===== config.mk =====
export PLATFORM = sky130hd
export DESIGN_NAME = song_reader_flat
export DESIGN_NICKNAME = d
export VERILOG_FILES = /design/src/rtl/song_reader_pkg.sv /design/src/rtl/song_reader_if.sv /design/src/rtl/dffre.sv /design/src/rtl/song_reader_addr_counter.sv /design/src/rtl/song_reader.sv /design/src/flat_wrapper.sv
export SDC_FILE = /design/constraint.sdc
export NUM_CORES = 1
export LEC_CHECK = 0
export ABC_CLOCK_PERIOD_IN_PS = 4100
export CAP_MARGIN = 20
export CORE_ASPECT_RATIO = 1.5
export CORE_UTILIZATION = 47
export CTS_CLUSTER_SIZE = 14
export DETAILED_ROUTE_END_ITERATION = 16
export PLACE_DENSITY = 0.93
export REMOVE_ABC_BUFFERS = 1
export SETUP_SLACK_MARGIN = 0.2
export SLEW_MARGIN = 20
export SYNTH_ARGS = -nofsm -noshare
export SYNTH_HDL_FRONTEND = slang
export SYNTH_SLANG_ARGS = --single-unit

===== constraint.sdc =====
create_clock -name clk -period 4.1 [get_ports clk]
set_input_delay 0.82 -clock clk [delete_from_list [all_inputs] [get_ports clk]]
set_output_delay 0.82 -clock clk [all_outputs]
set_load 0.005 [all_outputs]

===== src/rtl/song_reader_pkg.sv =====
// song_reader_pkg: shared definitions for the song reader.
//   - state_t   : FSM state encoding (3 bits, IDLE..HALT)
//   - ROM entry field positions and the end-of-song marker duration
//   - helper functions that split a ROM entry into its fields
package song_reader_pkg;

  localparam int STATE_WIDTH = 3;
  localparam int ROM_WIDTH   = 12;
  localparam int FIELD_WIDTH = 6;

  localparam int NOTE_MSB = 11;
  localparam int NOTE_LSB = 6;
  localparam int DUR_MSB  = 5;
  localparam int DUR_LSB  = 0;

  localparam logic [FIELD_WIDTH-1:0] END_MARKER_DUR = 6'd0;

  typedef enum logic [STATE_WIDTH-1:0] {
    ST_IDLE   = 3'd0,
    ST_FETCH  = 3'd1,
    ST_DECODE = 3'd2,
    ST_LOAD   = 3'd3,
    ST_ARM    = 3'd4,
    ST_WAIT   = 3'd5,
    ST_END    = 3'd6,
    ST_HALT   = 3'd7
  } state_t;

  function automatic logic [FIELD_WIDTH-1:0] entry_note(input logic [ROM_WIDTH-1:0] entry);
    return entry[NOTE_MSB:NOTE_LSB];
  endfunction

  function automatic logic [FIELD_WIDTH-1:0] entry_dur(input logic [ROM_WIDTH-1:0] entry);
    return entry[DUR_MSB:DUR_LSB];
  endfunction

  // A zero duration marks the end of a song; such an entry is never played.
  function automatic logic entry_is_end(input logic [ROM_WIDTH-1:0] entry);
    return (entry[DUR_MSB:DUR_LSB] == END_MARKER_DUR);
  endfunction

endpackage


===== src/rtl/song_reader_if.sv =====
// song_reader_if: song ROM bus plus note-player handshake.
//   rom_addr      reader -> ROM     {song, note index}
//   rom_data      ROM -> reader     entry, valid one cycle after rom_addr
//   note_to_load  reader -> player  note of the current entry
//   duration      reader -> player  duration of the current entry
//   load_new_note reader -> player  one-cycle load strobe
//   note_done     player -> reader  high while the player's count is zero
// Modports: master = song reader side, slave = ROM / note player side.
interface song_reader_if
  import song_reader_pkg::*;
#(
  parameter int NOTE_ADDR_WIDTH = 5,
  parameter int SONG_WIDTH      = 2
);

  logic [SONG_WIDTH+NOTE_ADDR_WIDTH-1:0] rom_addr;
  logic [ROM_WIDTH-1:0]                  rom_data;
  logic [FIELD_WIDTH-1:0]                note_to_load;
  logic [FIELD_WIDTH-1:0]                duration;
  logic                                  load_new_note;
  logic                                  note_done;

  modport master (
    output rom_addr,
    output note_to_load,
    output duration,
    output load_new_note,
    input  rom_data,
    input  note_done
  );

  modport slave (
    input  rom_addr,
    input  note_to_load,
    input  duration,
    input  load_new_note,
    output rom_data,
    output note_done
  );

endinterface


===== src/rtl/dffre.sv =====
// dffre: D flip-flop with synchronous active-high reset (to zero) and enable.
//   clk, reset, en, d[WIDTH] -> q[WIDTH]
module dffre #(
  parameter int WIDTH = 1
) (
  input  logic             clk,
  input  logic             reset,
  input  logic             en,
  input  logic [WIDTH-1:0] d,
  output logic [WIDTH-1:0] q
);

  // Reset wins over enable; otherwise load d when enabled.
  always_ff @(posedge clk) begin
    if (reset) begin
      q <= {WIDTH{1'b0}};
    end else if (en) begin
      q <= d;
    end
  end

endmodule


===== src/rtl/song_reader_addr_counter.sv =====
// song_addr_counter: note index within the current song.
//   clear has priority over inc; inc is ignored at the last index so the
//   index never wraps -- the FSM uses last to leave for END instead.
//   Ports: clk, reset, clear, inc -> idx[WIDTH], last
module song_addr_counter #(
  parameter int WIDTH = 5
) (
  input  logic             clk,
  input  logic             reset,
  input  logic             clear,
  input  logic             inc,
  output logic [WIDTH-1:0] idx,
  output logic             last
);

  logic [WIDTH-1:0] idx_next;
  logic             idx_en;

  // Next index: zero on clear, otherwise one step forward.
  always_comb begin
    idx_next = {WIDTH{1'b0}};
    if (clear) begin
      idx_next = {WIDTH{1'b0}};
    end else begin
      idx_next = idx + {{(WIDTH-1){1'b0}}, 1'b1};
    end
  end

  assign last   = &idx;
  assign idx_en = clear | (inc & ~last);

  dffre #(.WIDTH(WIDTH)) u_idx (
    .clk   (clk),
    .reset (reset),
    .en    (idx_en),
    .d     (idx_next),
    .q     (idx)
  );

endmodule


===== src/rtl/song_reader.sv =====
// song_reader: note sequencer, initiator side of the note-player handshake.
// Walks one song of a synchronous song ROM and hands each entry to the note
// player, waiting for note_done between entries.
//   clk, reset    : clock, synchronous active-high reset
//   play          : level, low freezes the sequencer
//   song          : selected song; a change restarts from entry 0
//   song_done     : one-cycle pulse at end of song
//   bus (master)  : rom_addr/rom_data and note_to_load/duration/
//                   load_new_note/note_done
// Build option SONG_LOOP_EN: after END the song restarts at entry 0 instead
// of parking in HALT.
module song_reader
  import song_reader_pkg::*;
#(
  parameter int NOTE_ADDR_WIDTH = 5,
  parameter int SONG_WIDTH      = 2
) (
  input  logic                  clk,
  input  logic                  reset,
  input  logic                  play,
  input  logic [SONG_WIDTH-1:0] song,
  output logic                  song_done,
  song_reader_if.master         bus
);

  state_t                     state;
  state_t                     next_state;
  logic [STATE_WIDTH-1:0]     state_bits;
  logic [SONG_WIDTH-1:0]      song_q;
  logic [NOTE_ADDR_WIDTH-1:0] note_idx;
  logic                       last_idx;
  logic                       song_change;
  logic                       is_marker;
  logic                       active;

  logic                       load_pulse;
  logic                       done_pulse;
  logic                       song_q_en;
  logic                       entry_en;
  logic                       idx_clear;
  logic                       idx_inc;

  // A song change outside IDLE aborts the current song.
  assign song_change = (state != ST_IDLE) && (song != song_q);
  assign is_marker   = entry_is_end(bus.rom_data);
  assign active      = play && !song_change;

  // State register.
  dffre #(.WIDTH(STATE_WIDTH)) u_state (
    .clk   (clk),
    .reset (reset),
    .en    (1'b1),
    .d     (next_state),
    .q     (state_bits)
  );
  assign state = state_t'(state_bits);

  // Next-state logic: song change first, then play freezes, then sequencing.
  always_comb begin
    next_state = state;
    if (song_change) begin
      next_state = ST_IDLE;
    end else if (!play) begin
      next_state = state;
    end else begin
      case (state)
        ST_IDLE:   next_state = ST_FETCH;
        ST_FETCH:  next_state = ST_DECODE;
        ST_DECODE: begin
          if (is_marker) begin
            next_state = ST_END;
          end else begin
            next_state = ST_LOAD;
          end
        end
        ST_LOAD:   next_state = ST_ARM;
        // The player still shows the previous note's done level here.
        ST_ARM:    next_state = ST_WAIT;
        ST_WAIT: begin
          if (!bus.note_done) begin
            next_state = ST_WAIT;
          end else if (last_idx) begin
            next_state = ST_END;
          end else begin
            next_state = ST_FETCH;
          end
        end
`ifdef SONG_LOOP_EN
        ST_END:    next_state = ST_FETCH;
`else
        ST_END:    next_state = ST_HALT;
`endif
        ST_HALT:   next_state = ST_HALT;
        default:   next_state = ST_IDLE;
      endcase
    end
  end

  // Output and datapath-enable decode; pulses are gated with play and
  // suppressed during reset and on a song change.
  always_comb begin
    load_pulse = 1'b0;
    done_pulse = 1'b0;
    song_q_en  = 1'b0;
    entry_en   = 1'b0;
    idx_clear  = 1'b0;
    idx_inc    = 1'b0;
    case (state)
      ST_IDLE: begin
        song_q_en = play;
        idx_clear = 1'b1;
      end
      ST_DECODE: begin
        entry_en = active && !is_marker;
      end
      ST_LOAD: begin
        load_pulse = active && !reset;
      end
      ST_WAIT: begin
        idx_inc = active && bus.note_done;
      end
      ST_END: begin
        done_pulse = active && !reset;
`ifdef SONG_LOOP_EN
        idx_clear  = active;
`else
        idx_clear  = 1'b0;
`endif
      end
      default: begin
        load_pulse = 1'b0;
      end
    endcase
    if (song_change) begin
      idx_clear = 1'b1;
    end else begin
      idx_clear = idx_clear;
    end
  end

  // Song latched on leaving IDLE.
  dffre #(.WIDTH(SONG_WIDTH)) u_song_q (
    .clk   (clk),
    .reset (reset),
    .en    (song_q_en),
    .d     (song),
    .q     (song_q)
  );

  // Note and duration captured from the ROM in DECODE.
  dffre #(.WIDTH(FIELD_WIDTH)) u_note (
    .clk   (clk),
    .reset (reset),
    .en    (entry_en),
    .d     (entry_note(bus.rom_data)),
    .q     (bus.note_to_load)
  );

  dffre #(.WIDTH(FIELD_WIDTH)) u_dur (
    .clk   (clk),
    .reset (reset),
    .en    (entry_en),
    .d     (entry_dur(bus.rom_data)),
    .q     (bus.duration)
  );

  song_addr_counter #(.WIDTH(NOTE_ADDR_WIDTH)) u_addr (
    .clk   (clk),
    .reset (reset),
    .clear (idx_clear),
    .inc   (idx_inc),
    .idx   (note_idx),
    .last  (last_idx)
  );

  assign bus.rom_addr      = {song_q, note_idx};
  assign bus.load_new_note = load_pulse;
  assign song_done         = done_pulse;

endmodule

===== src/flat_wrapper.sv =====
// flat-port wrapper written by rule: the top's interface ports become plain ports
module song_reader_flat import song_reader_pkg::*;
#(
  parameter int NOTE_ADDR_WIDTH = 5,
  parameter int SONG_WIDTH      = 2
)
  (clk, reset, play, song, song_done, bus_rom_addr, bus_note_to_load, bus_duration, bus_load_new_note, bus_rom_data, bus_note_done);
  song_reader_if #(.NOTE_ADDR_WIDTH(NOTE_ADDR_WIDTH), .SONG_WIDTH(SONG_WIDTH)) bus_i ();
  input  logic clk;
  input  logic reset;
  input  logic play;
  input  logic [SONG_WIDTH-1:0] song;
  output logic song_done;
  output wire logic [$bits(bus_i.rom_addr)-1:0] bus_rom_addr;
  output wire logic [$bits(bus_i.note_to_load)-1:0] bus_note_to_load;
  output wire logic [$bits(bus_i.duration)-1:0] bus_duration;
  output wire logic [$bits(bus_i.load_new_note)-1:0] bus_load_new_note;
  input wire logic [$bits(bus_i.rom_data)-1:0] bus_rom_data;
  input wire logic [$bits(bus_i.note_done)-1:0] bus_note_done;
  assign bus_rom_addr = bus_i.rom_addr;
  assign bus_note_to_load = bus_i.note_to_load;
  assign bus_duration = bus_i.duration;
  assign bus_load_new_note = bus_i.load_new_note;
  assign bus_i.rom_data = bus_rom_data;
  assign bus_i.note_done = bus_note_done;
  song_reader #(.NOTE_ADDR_WIDTH(NOTE_ADDR_WIDTH), .SONG_WIDTH(SONG_WIDTH)) u_core (.clk(clk), .reset(reset), .play(play), .song(song), .song_done(song_done), .bus(bus_i));
endmodule

==> flow_summary.ini <==
[logic_synthesis]
synth-seq-cells = 22
synthMuxAreaShare_pct = 12.4
netlist_area_mm2 = 0.00113
synth-seq-area-share_pct = 39.1
avgSynthCellArea_um2 = 9.46
synth_warnings = 0
synthDistinctLibCells = 34
synth-main-ff-cell = dfxtp_1
synth_top_family_by_area = simple AND/OR/NAND/NOR gates
synth-simple-area-share_pct = 33.0
async_flop_share_pct = 0
synth_xor_area_share_pct = 3.11
synthAdderAreaFrac_pct = 2.22
synth_compound_area_share_pct = 7.11
syn_inst = 119
synth_edf_count = 0

[cts]
cts_tree = built
clock-sinks = 22
post_cts_buffers = 0
cts_made_buffers = 3
ctsHtreeMaxLevel = 1
clock_path_buffers = 2
cts_root_buf = clkbuf_4
clk-insertion-delay-late_ns = 0.31
cts_hold_buffers = 0
clk_pin_slew_ns = 0.12
cts-resized-gates = 0

[setup_path]
critPathLaunchType = input pin
end_kind = output port
arrival_ns = 2.68
critPathTopFamily = buffers and inverters
cpMaxStageDelayCell = clkdlybuf4s50_1
cp_cell_sequence = clkdlybuf4s50_1, xor2_1, nor2_1, o21bai_1, nor3_1, clkdlybuf4s50_1
max_stage_delay_ns = 0.50
crit_required_ns = 3.28
crit_type = in2out
cp_common_cell = clkdlybuf4s50_1
cp_num_buf_inv = 2
crit_fanout = 5

[pwr]
power.switching_mw = 0.102
clock_power_share_pct = 29.4
peakVddDrop_mv = 0.207
leakage_nw = 0.518
switching_share_pct = 24.9
p_int_mw = 0.307
comb_power_share_pct = 15.8
cellPowerDensity_mw_per_mm2 = 264
pwr-share-seq_pct = 54.8

[drt]
wl_per_cell_um = 14.5
firstDrtPassIters = 4
num_vias = 1015
drt_wl_total_mm = 2.61
avgViaCountPerCell = 5.64
drtAntennaViolNets = 0
drcViolationCount = 0
drt_iter0_drc = 48

[global_route]
grt_pass1_vias = 980
gr-total-overflow = 0
grt_pass1_wl_mm = 4.19
track_usage_pct = 20.8
grtUsageMet2_pct = 39.3
antenna_found_initial = 0
grt_util_met3_pct = 3.18
grt_max_degree = 28
use_met1_pct = 23.1
grt-busiest-layer = met2

[timing]
max-slew-margin-rel_pct = 33.5
worst_slew_pin_slew_ns = 0.991
setup_viol = 0
setup_tns_ns = 0
fin_crit_sh_pct = 85.5
hold_viol = 0
drv_slew = 0
finalWorstSetupSlack_ns = 0.596
finClkSkew_ns = 0.00514
grt_setup_unrepaired = false
max_freq_mhz = 285
min_period_ns = 3.50

[die]
placementRows = 21
die-height_um = 62.0
io_pins = 39
core_area_mm2 = 0.00226
die_w_um = 42.0
initial_core_util_pct = 49.8
dieArea_mm2 = 0.00260

[placed_design]
place.port_buffers = 38
dp_hpwl_mm = 1.98
place_congestion = 0.876
dp_slack_ns = 0.622
dpl-instance-area_mm2 = 0.00151

[status]
status = completed

[cells_and_area]
final_nets = 178
layout_common_cells = clkdlybuf4s50_1, nand2b_1, dfxtp_1, mux2i_1, a21oi_1
fin_area_mm2 = 0.00155
drive_above_1_share_pct = 7.64
areaGrowthSynthToFinish_pct = 37.6
layout_commonest_cell = clkdlybuf4s50_1
n_antenna_cell = 0

[min_path]
hold_class = reg2reg

[flow_run]
cap_violations = 0
[area by class of cell]
| cell class | instances | area [um2] |
|---|---|---|
| sequential | 22 | 440 |
| fill | 194 | 711 |
| tap | 23 | 28.8 |
| multi-input combinational | 91 | 652 |
| timing repair buffer | 39 | 388 |
| inverter | 1 | 3.75 |
| clock buffer | 4 | 36.3 |
[worst paths after layout]
kind / slack [ns] / endpoint / depth (start not counted) / from
hold / removal: 0.48 / u_core.u_dur.q[3] / 2 / u_core.u_dur.q[3]
hold reg to reg: 0.48 / u_core.u_dur.q[3] / 2 / u_core.u_dur.q[3]
setup / recovery: 0.60 / song_done / 6 / song[0]
setup reg to reg: 1.99 / u_core.u_addr.u_idx.q[1] / 7 / u_core.u_addr.u_idx.q[0]
[cell usage after synthesis (2+ instances only)]
cell,count,area share (%)
a21oi_1,7,3.1
clkbuf_1,3,1.0
dfxtp_1,22,39
ha_1,2,2.2
mux2i_1,14,12
nand2_1,6,2.0
nand2b_1,24,13
nand3_1,4,1.8
nor2_1,6,2.0
nor3_1,3,1.3
o21ai_0,3,1.3
xor2_1,3,2.3
[power by group through the flow]
stage	Combinational, mW	Sequential (mW)	Clock (mW)
2_1_floorplan	0.0308	0.227	0
3_3_place_gp	0.0618	0.228	0
3_5_place_dp	0.0640	0.228	0
4_1_cts	0.0646	0.224	0.122
5_1_grt	0.0706	0.225	0.133
6_report	0.0648	0.224	0.120
[metrics by stage]
| stage | total power, mW | util (%) | cells | hold slack (ns) |
|---|---|---|---|---|
| finish | 0.409 | 68.5 | 180 | 0.483 |
| global route | 0.428 | 68.5 | 180 | 0.505 |
| CTS | 0.410 | 68.5 | 180 | 0.486 |
| detailed placement | 0.292 | 66.9 | 176 | 0.464 |
| global placement | 0.290 | 66.9 | 176 | 0.458 |
| floorplan | 0.258 | - | 114 | 0.464 |
[routing by layer]
layer	part of all wire (%)	vias to the layer above	routed length, um
li1	-	489	-
met1	40	468	1040
met2	52	52	1360
met3	6.3	6	165
met4	1.4	0	37
met5	0	-	0
[flip-flops by register name, summed over array words and instances (netlist names)]
register,count
u_core.u_state.q,3
u_core.u_song_q.q,2
u_core.u_note.q,6
u_core.u_addr.u_idx.q,5
u_core.u_dur.q,6
[kinds of logic (layout without fill, tap and decap cells)]
logic type | after synthesis | after routing
fa+ha+maj | 2 | 2
flops | 22 | 22
mux | 14 | 14
compound gates | 14 | 14
simple gates | 57 | 57
buf+inv | 6 | 44
xor+xnor | 4 | 4
[worst min-delay path, cell delays in order, from the launching register on]
cell	delay [ns]
dfxtp_1	0.33
nand2b_1	0.06
mux2i_1	0.06
(Power assumes the default switching activity.)
